### config.mk
export PLATFORM = sky130hd
export DESIGN_NAME = axis_packetizer_flat
export DESIGN_NICKNAME = d
export VERILOG_FILES = /design/src/rtl/router_pkg.sv /design/src/rtl/axis_if.sv /design/src/rtl/packet_buffer.sv /design/src/rtl/axis_packetizer.sv /design/src/flat_wrapper.sv
export SDC_FILE = /design/constraint.sdc
export NUM_CORES = 1
export LEC_CHECK = 0
export ABC_CLOCK_PERIOD_IN_PS = 5190
export BUFFER_PORTS_ARGS = -buffer_cell sky130_fd_sc_hd__buf_2
export CAP_MARGIN = 15
export CORE_MARGIN = 1.5
export CORE_UTILIZATION = 55
export CTS_BUF_LIST = sky130_fd_sc_hd__clkbuf_2 sky130_fd_sc_hd__clkbuf_4 sky130_fd_sc_hd__clkbuf_8
export DETAILED_ROUTE_END_ITERATION = 16
export PLACE_DENSITY = 0.87
export SLEW_MARGIN = 0
export SYNTH_ARGS = -nofsm -noshare
export SYNTH_HDL_FRONTEND = slang
export SYNTH_HIERARCHICAL = 1
export SYNTH_SLANG_ARGS = --single-unit
### constraint.sdc
create_clock -name clk -period 5.19 [get_ports clk]
set_clock_uncertainty 0.2 [all_clocks]
set_input_delay 0.2595 -clock clk [delete_from_list [all_inputs] [get_ports clk]]
set_output_delay 0.2595 -clock clk [all_outputs]
set_load 0.03 [all_outputs]
### src/rtl/router_pkg.sv
// Shared routing definitions: header TID, header field placement and the
// packetizer state encoding, used by both packet builder and arbiter.
package router_pkg;

  localparam int unsigned ROUTING_HEADER = 4'hF;
  localparam int unsigned COUNT_W        = 8;
  localparam int unsigned HDR_DEST_Y_LSB = 0;

  typedef enum logic [1:0] {
    PKT_FILL   = 2'd0,
    PKT_HEADER = 2'd1,
    PKT_DRAIN  = 2'd2
  } pkt_state_e;

  function automatic int unsigned hdr_dest_x_lsb(input int unsigned y_w);
    return y_w;
  endfunction

  function automatic int unsigned hdr_src_y_lsb(input int unsigned x_w, input int unsigned y_w);
    return x_w + y_w;
  endfunction

  function automatic int unsigned hdr_src_x_lsb(input int unsigned x_w, input int unsigned y_w);
    return x_w + 2 * y_w;
  endfunction

  function automatic int unsigned hdr_count_lsb(input int unsigned x_w, input int unsigned y_w);
    return 2 * (x_w + y_w);
  endfunction

endpackage

### src/rtl/axis_if.sv
// Minimal AXI-Stream bundle: data, id, last with valid/ready handshake.
interface axis_if #(
  parameter int DATA_WIDTH = 32,
  parameter int ID_WIDTH   = 4
);
  logic [DATA_WIDTH-1:0] tdata;
  logic [ID_WIDTH-1:0]   tid;
  logic                  tvalid;
  logic                  tready;
  logic                  tlast;

  modport m (output tdata, output tid, output tvalid, output tlast, input tready);
  modport s (input tdata, input tid, input tvalid, input tlast, output tready);
endinterface

### src/rtl/packet_buffer.sv
// Payload store for one packet: register array with one write and one
// asynchronous read port.
module packet_buffer #(
  parameter int WIDTH = 36,
  parameter int DEPTH = 4,
  localparam int AW   = (DEPTH > 1) ? $clog2(DEPTH) : 1
) (
  input  logic             clk,
  input  logic             we_i,
  input  logic [AW-1:0]    waddr_i,
  input  logic [WIDTH-1:0] wdata_i,
  input  logic [AW-1:0]    raddr_i,
  output logic [WIDTH-1:0] rdata_o
);

  logic [WIDTH-1:0] mem_q [DEPTH];

  always_ff @(posedge clk) begin
    if (we_i) mem_q[waddr_i] <= wdata_i;
  end

  assign rdata_o = mem_q[raddr_i];

endmodule

### src/rtl/axis_packetizer.sv
// Buffers a raw AXI-Stream burst, then emits a routing header flit followed by
// the buffered payload; all out-side signals come straight from registers.
module axis_packetizer
  import router_pkg::*;
#(
  parameter int DATA_WIDTH    = 32,
  parameter int ID_WIDTH      = 4,
  parameter int MAX_ROUTERS_X = 4,
  parameter int MAX_ROUTERS_Y = 4,
  parameter int SRC_X         = 0,
  parameter int SRC_Y         = 0,
  parameter int MAX_PAYLOAD   = 4,
  localparam int X_W          = $clog2(MAX_ROUTERS_X),
  localparam int Y_W          = $clog2(MAX_ROUTERS_Y)
) (
  input  logic           clk,
  input  logic           rst_n,
  axis_if.s              in,
  input  logic [X_W-1:0] dest_x,
  input  logic [Y_W-1:0] dest_y,
  axis_if.m              out,
  output logic           busy
);

  localparam int CW = $clog2(MAX_PAYLOAD + 1);
  localparam int AW = (MAX_PAYLOAD > 1) ? $clog2(MAX_PAYLOAD) : 1;
  localparam int EW = DATA_WIDTH + ID_WIDTH;

  pkt_state_e            state_q;
  logic [CW-1:0]         wr_cnt_q, rd_ptr_q;
  logic [X_W-1:0]        dest_x_q;
  logic [Y_W-1:0]        dest_y_q;
  logic                  in_ready_q;
  logic                  out_valid_q, out_last_q;
  logic [DATA_WIDTH-1:0] out_data_q;
  logic [ID_WIDTH-1:0]   out_id_q;

  logic                  in_fire, out_fire, first_beat;
  logic [CW-1:0]         wr_cnt_inc, rd_ptr_inc, rd_addr;
  logic [X_W-1:0]        hdr_dx;
  logic [Y_W-1:0]        hdr_dy;
  logic [EW-1:0]         buf_rdata;

  function automatic logic [DATA_WIDTH-1:0] build_header(
    input logic [X_W-1:0] dx,
    input logic [Y_W-1:0] dy,
    input logic [CW-1:0]  cnt
  );
    logic [DATA_WIDTH-1:0] h;
    h = '0;
    h[HDR_DEST_Y_LSB +: Y_W]            = dy;
    h[hdr_dest_x_lsb(Y_W) +: X_W]       = dx;
    h[hdr_src_y_lsb(X_W, Y_W) +: Y_W]   = Y_W'(SRC_Y);
    h[hdr_src_x_lsb(X_W, Y_W) +: X_W]   = X_W'(SRC_X);
    h[hdr_count_lsb(X_W, Y_W) +: COUNT_W] = COUNT_W'(cnt);
    return h;
  endfunction

  assign in_fire    = in.tvalid && in_ready_q;
  assign out_fire   = out_valid_q && out.tready;
  assign first_beat = (wr_cnt_q == '0);
  assign wr_cnt_inc = wr_cnt_q + CW'(1);
  assign rd_ptr_inc = rd_ptr_q + CW'(1);
  // A single-beat packet must use the live destination, not the stale latch.
  assign hdr_dx     = first_beat ? dest_x : dest_x_q;
  assign hdr_dy     = first_beat ? dest_y : dest_y_q;
  // Prefetch the entry that becomes visible after the current out handshake.
  assign rd_addr    = (state_q == PKT_HEADER) ? '0 : rd_ptr_inc;

  packet_buffer #(
    .WIDTH(EW),
    .DEPTH(MAX_PAYLOAD)
  ) u_buf (
    .clk     (clk),
    .we_i    (in_fire),
    .waddr_i (wr_cnt_q[AW-1:0]),
    .wdata_i ({in.tdata, in.tid}),
    .raddr_i (rd_addr[AW-1:0]),
    .rdata_o (buf_rdata)
  );

  always_ff @(posedge clk or negedge rst_n) begin
    if (!rst_n) begin
      state_q     <= PKT_FILL;
      wr_cnt_q    <= '0;
      rd_ptr_q    <= '0;
      dest_x_q    <= '0;
      dest_y_q    <= '0;
      in_ready_q  <= 1'b1;
      out_valid_q <= 1'b0;
      out_last_q  <= 1'b0;
      out_data_q  <= '0;
      out_id_q    <= '0;
    end else begin
      case (state_q)
        PKT_FILL: begin
          if (in_fire) begin
            wr_cnt_q <= wr_cnt_inc;
            if (first_beat) begin
              dest_x_q <= dest_x;
              dest_y_q <= dest_y;
            end
            if (in.tlast || (wr_cnt_inc == CW'(MAX_PAYLOAD))) begin
              state_q     <= PKT_HEADER;
              in_ready_q  <= 1'b0;
              out_valid_q <= 1'b1;
              out_data_q  <= build_header(hdr_dx, hdr_dy, wr_cnt_inc);
              out_id_q    <= ID_WIDTH'(ROUTING_HEADER);
              out_last_q  <= 1'b0;
            end
          end
        end
        PKT_HEADER: begin
          if (out_fire) begin
            state_q                <= PKT_DRAIN;
            rd_ptr_q               <= '0;
            {out_data_q, out_id_q} <= buf_rdata;
            out_last_q             <= (wr_cnt_q == CW'(1));
          end
        end
        PKT_DRAIN: begin
          if (out_fire) begin
            if (out_last_q) begin
              state_q     <= PKT_FILL;
              wr_cnt_q    <= '0;
              rd_ptr_q    <= '0;
              in_ready_q  <= 1'b1;
              out_valid_q <= 1'b0;
              out_last_q  <= 1'b0;
              out_data_q  <= '0;
              out_id_q    <= '0;
            end else begin
              rd_ptr_q               <= rd_ptr_inc;
              {out_data_q, out_id_q} <= buf_rdata;
              out_last_q             <= (rd_ptr_inc == wr_cnt_q - CW'(1));
            end
          end
        end
        default: state_q <= PKT_FILL;
      endcase
    end
  end

  assign in.tready  = in_ready_q;
  assign out.tvalid = out_valid_q;
  assign out.tdata  = out_data_q;
  assign out.tid    = out_id_q;
  assign out.tlast  = out_last_q;
  assign busy       = (state_q != PKT_FILL) || (wr_cnt_q != '0);

endmodule
### src/flat_wrapper.sv
// flat-port wrapper written by rule: the top's interface ports become plain ports
module axis_packetizer_flat import router_pkg::*;
#(
  parameter int DATA_WIDTH    = 32,
  parameter int ID_WIDTH      = 4,
  parameter int MAX_ROUTERS_X = 4,
  parameter int MAX_ROUTERS_Y = 4,
  parameter int SRC_X         = 0,
  parameter int SRC_Y         = 0,
  parameter int MAX_PAYLOAD   = 4,
  localparam int X_W          = $clog2(MAX_ROUTERS_X),
  localparam int Y_W          = $clog2(MAX_ROUTERS_Y)
)
  (clk, rst_n, dest_x, dest_y, busy, in_tdata, in_tid, in_tvalid, in_tlast, in_tready, out_tdata, out_tid, out_tvalid, out_tlast, out_tready);
  axis_if #(.DATA_WIDTH(DATA_WIDTH), .ID_WIDTH(ID_WIDTH)) in_i ();
  axis_if #(.DATA_WIDTH(DATA_WIDTH), .ID_WIDTH(ID_WIDTH)) out_i ();
  input  logic clk;
  input  logic rst_n;
  input  logic [X_W-1:0] dest_x;
  input  logic [Y_W-1:0] dest_y;
  output logic busy;
  input wire logic [$bits(in_i.tdata)-1:0] in_tdata;
  input wire logic [$bits(in_i.tid)-1:0] in_tid;
  input wire logic [$bits(in_i.tvalid)-1:0] in_tvalid;
  input wire logic [$bits(in_i.tlast)-1:0] in_tlast;
  output wire logic [$bits(in_i.tready)-1:0] in_tready;
  output wire logic [$bits(out_i.tdata)-1:0] out_tdata;
  output wire logic [$bits(out_i.tid)-1:0] out_tid;
  output wire logic [$bits(out_i.tvalid)-1:0] out_tvalid;
  output wire logic [$bits(out_i.tlast)-1:0] out_tlast;
  input wire logic [$bits(out_i.tready)-1:0] out_tready;
  assign in_i.tdata = in_tdata;
  assign in_i.tid = in_tid;
  assign in_i.tvalid = in_tvalid;
  assign in_i.tlast = in_tlast;
  assign in_tready = in_i.tready;
  assign out_tdata = out_i.tdata;
  assign out_tid = out_i.tid;
  assign out_tvalid = out_i.tvalid;
  assign out_tlast = out_i.tlast;
  assign out_i.tready = out_tready;
  axis_packetizer #(.DATA_WIDTH(DATA_WIDTH), .ID_WIDTH(ID_WIDTH), .MAX_ROUTERS_X(MAX_ROUTERS_X), .MAX_ROUTERS_Y(MAX_ROUTERS_Y), .SRC_X(SRC_X), .SRC_Y(SRC_Y), .MAX_PAYLOAD(MAX_PAYLOAD)) u_core (.clk(clk), .rst_n(rst_n), .in(in_i), .dest_x(dest_x), .dest_y(dest_y), .out(out_i), .busy(busy));
endmodule
==> flow_summary.ini <==
[synthesis]
syn_inst = 392
synth_ff_type = edfxtp_1
synth-edff-count = 144
syn_nets = 446
ys_types = 42
yosys_warnings = 6
syn_area_sq_um = 7690
synth_area_per_cell_sq_um = 19.6
async_reset_ff_frac = 0.262
ys_seq_area_frac = 0.729
synth-seq-cells = 195

[die]
start_util = 0.558
ioPinCount = 85
dieWidth_microns = 121
rows = 43
dieArea_sq_um = 14700
core_sq_um = 13800
die-height_microns = 121

[global_routing]
antenna_found_initial = 0
grt_max_degree = 52
grt_pass1_vias = 4245
grt_usage = 0.213
grt_pass1_wl_microns = 22900
grt-ovfl-total = 0

[timing]
slew_violations = 0
fmax_mhz = 330
setup_viol = 0
slew_headroom = 0.259
rsz0062_at_grt = no
fin_tns_setup_ns = 0
fin_crit_ns = 3.03
hold_viol = 0
post-route-period-util = 0.585
tightest_slew_ns = 1.11

[routing]
drt_pass1_iterations = 4
drc_errors = 0
routed_via_density = 5.75
ant_nets = 0
first_iter_violations = 405
vias = 4094
wire_per_inst_microns = 20.4
wirelength_microns = 14500

[critical_path]
slowest_delay_ns = 0.70
crit_path_start_kind = flop
crit_path_start = u_core/state_q[0]
path_cells = inv_1 -> ha_1 -> nor2b_1 -> o21ai_1 -> nor4_4 -> buf_4 -> a22o_1
path_max_fanout = 25
worstSetupEndpointType = flop
regToRegStartpoint = u_core/state_q[0]
critPathTopFamily = simple AND/OR/NAND/NOR gates
crit_buf_inv = 2
cp_data_arrival_time_ns = 3.23
critPathSlowestCell = nor2b_1
crit_type = reg2reg
cp_data_required_time_ns = 5.38

[worst_hold_path]
min-delay-path-class = in2reg
holdCritStartpoint = out_tready

[place]
placed_cells = 639
portBuffers = 84
place_congestion = 0.834
hpwlAfterDp_microns = 8850

[cts]
h-tree-depth = 4
path_clk_slew_ns = 0.09
post-cts-setup-buffer-count = 0
cts-resized-gates = 0
cts_buffers = 17
cts_sinks = 195
clock_path_buffers = 2
root_buffer = clkbuf_8
cts_tree = done
clock_latency_ns = 0.46

[finish]
layout-drive-gt1-share = 0.331
diodes = 0
syn2layout_area_growth_pct = 17.0
finalNonFillerCells = 712
fillers = 963
nNetsFinal = 573

[outcome]
outcome = completed

[power]
leakagePower_nw = 3.52
power.density_nw_per_um2 = 290
peakVddDrop_mv = 0.421

[run]
drv_cap = 0
[metal layers]
layer,share of wire,global-route usage
met4,0.010,0.0728
met2,0.51,0.350
met1,0.40,0.285
met3,0.076,0.0498
met5,0,0
[cell families (layout without fill, tap and decap cells)]
group | after synthesis | after routing | share of synthesized area
flops | 195 | 195 | 0.729
mux | 59 | 59 | 0.143
compound gates | 53 | 53 | 0.0527
simple gates | 40 | 40 | 0.0286
buf+inv | 30 | 170 | 0.0254
fa+ha+maj | 9 | 9 | 0.0146
xor+xnor | 6 | 6 | 0.00684
[repair_timing]
item | 4_1_cts | 5_1_grt
setup endpoints to repair | 0 | 0
endpoints found under the hold margin | 198 | 0
hold buffers | 41 | 0
[flip-flops by register name, indices dropped and copies added (netlist names)]
signal              cells
u_core/dest_y_q         2
u_core/out.tdata       32
u_core/wr_cnt_q         3
u_core/out.tid          4
u_core/dest_x_q         2
u_core/in.tready        1
u_core/state_q          2
u_core/u_buf/mem_q    144
u_core/out.tlast        1
u_core/out.tvalid       1
u_core/rd_ptr_q         3
[worst reg2reg max path: stages, from the launching register on]
cell,delay [ns]
dfrtp_1,0.42
inv_1,0.10
ha_1,0.36
nor2b_1,0.70
o21ai_1,0.35
nor4_4,0.30
buf_4,0.35
a22o_1,0.21
[final cells by class]
cell class                      instances  area, sq um  share of cell area
Sequential cell                       195         5600               0.623
Multi-Input combinational cell        167         1920               0.213
Tap cell                              180          225              0.0250
Timing Repair Buffer                  129          861              0.0957
Inverter                                9         33.8             0.00376
Clock inverter                         13          108              0.0120
Clock buffer                           19          249              0.0277
[metrics by stage]
step                power [mW]  hold slack [ns]  utilization  cell area, sq um  setup WS [ns]
global route              2.70            0.108        0.653              8990           1.98
CTS                       2.64           0.0521        0.653              8990           2.14
global placement          1.75            0.230        0.597              8230           2.21
detailed placement        1.75            0.249        0.597              8230           2.15
finish                    2.61            0.120        0.653              8990           2.16
floorplan                 1.71           -0.236            -              7690           1.00
[cell usage after synthesis, drive strengths merged, types with 7 or more instances]
cell    number  share of area
inv          9         0.0044
mux2        18          0.028
dfrtp       50           0.16
clkbuf       7         0.0036
a22o        27          0.031
ha           9          0.015
o21ai       11         0.0072
o22ai        7         0.0057
mux4        36           0.11
buf         14          0.017
edfxtp     144           0.56
nand2       13         0.0063
[layout by cell type, fill, tap and decap left out, drive strengths merged]
master,instances
nand2,13
clkbuf,19
a21boi,1
clkinv,6
edfxtp,144
nor3,2
nand2b,3
nor4,2
xor2,3
a32o,2
mux2,18
o21ai,11
buf,88
ha,9
mux4,36
and2,2
a21o,1
inv,12
o22ai,7
clkinvlp,4
a21oi,1
dfstp,1
or2b,1
a211o,1
o32a,1
and3,2
o31ai,1
and3b,2
dlygate4sd3,41
nand3,2
a22o,27
dfrtp,50
nor3b,1
nor2b,3
mux2i,5
nand4,1
xnor2,3
nor2,6
[worst paths after layout]
check / endpoint / slack [ns] / cells past startpoint
worst max register to register: u_core/out.tdata[21] / 2.16 / 7
worst min register to register: u_core/out.tdata[4] / 0.31 / 1
worst min-delay path: u_core/rd_ptr_q[0] / 0.12 / 4
worst max-delay path: u_core/out.tdata[21] / 2.16 / 7
min in group asynchronous: u_core/out.tdata[18] / 0.27 / 3
max in group asynchronous: u_core/out.tdata[27] / 4.04 / 3
[power by group]
part,internal [mW],switching [mW],total [mW]
combinational,0.0345,0.0316,0.0661
clock,0.350,0.523,0.873
sequential,1.67,0,1.67
No activity file was read; power rests on OpenSTA's default activity.
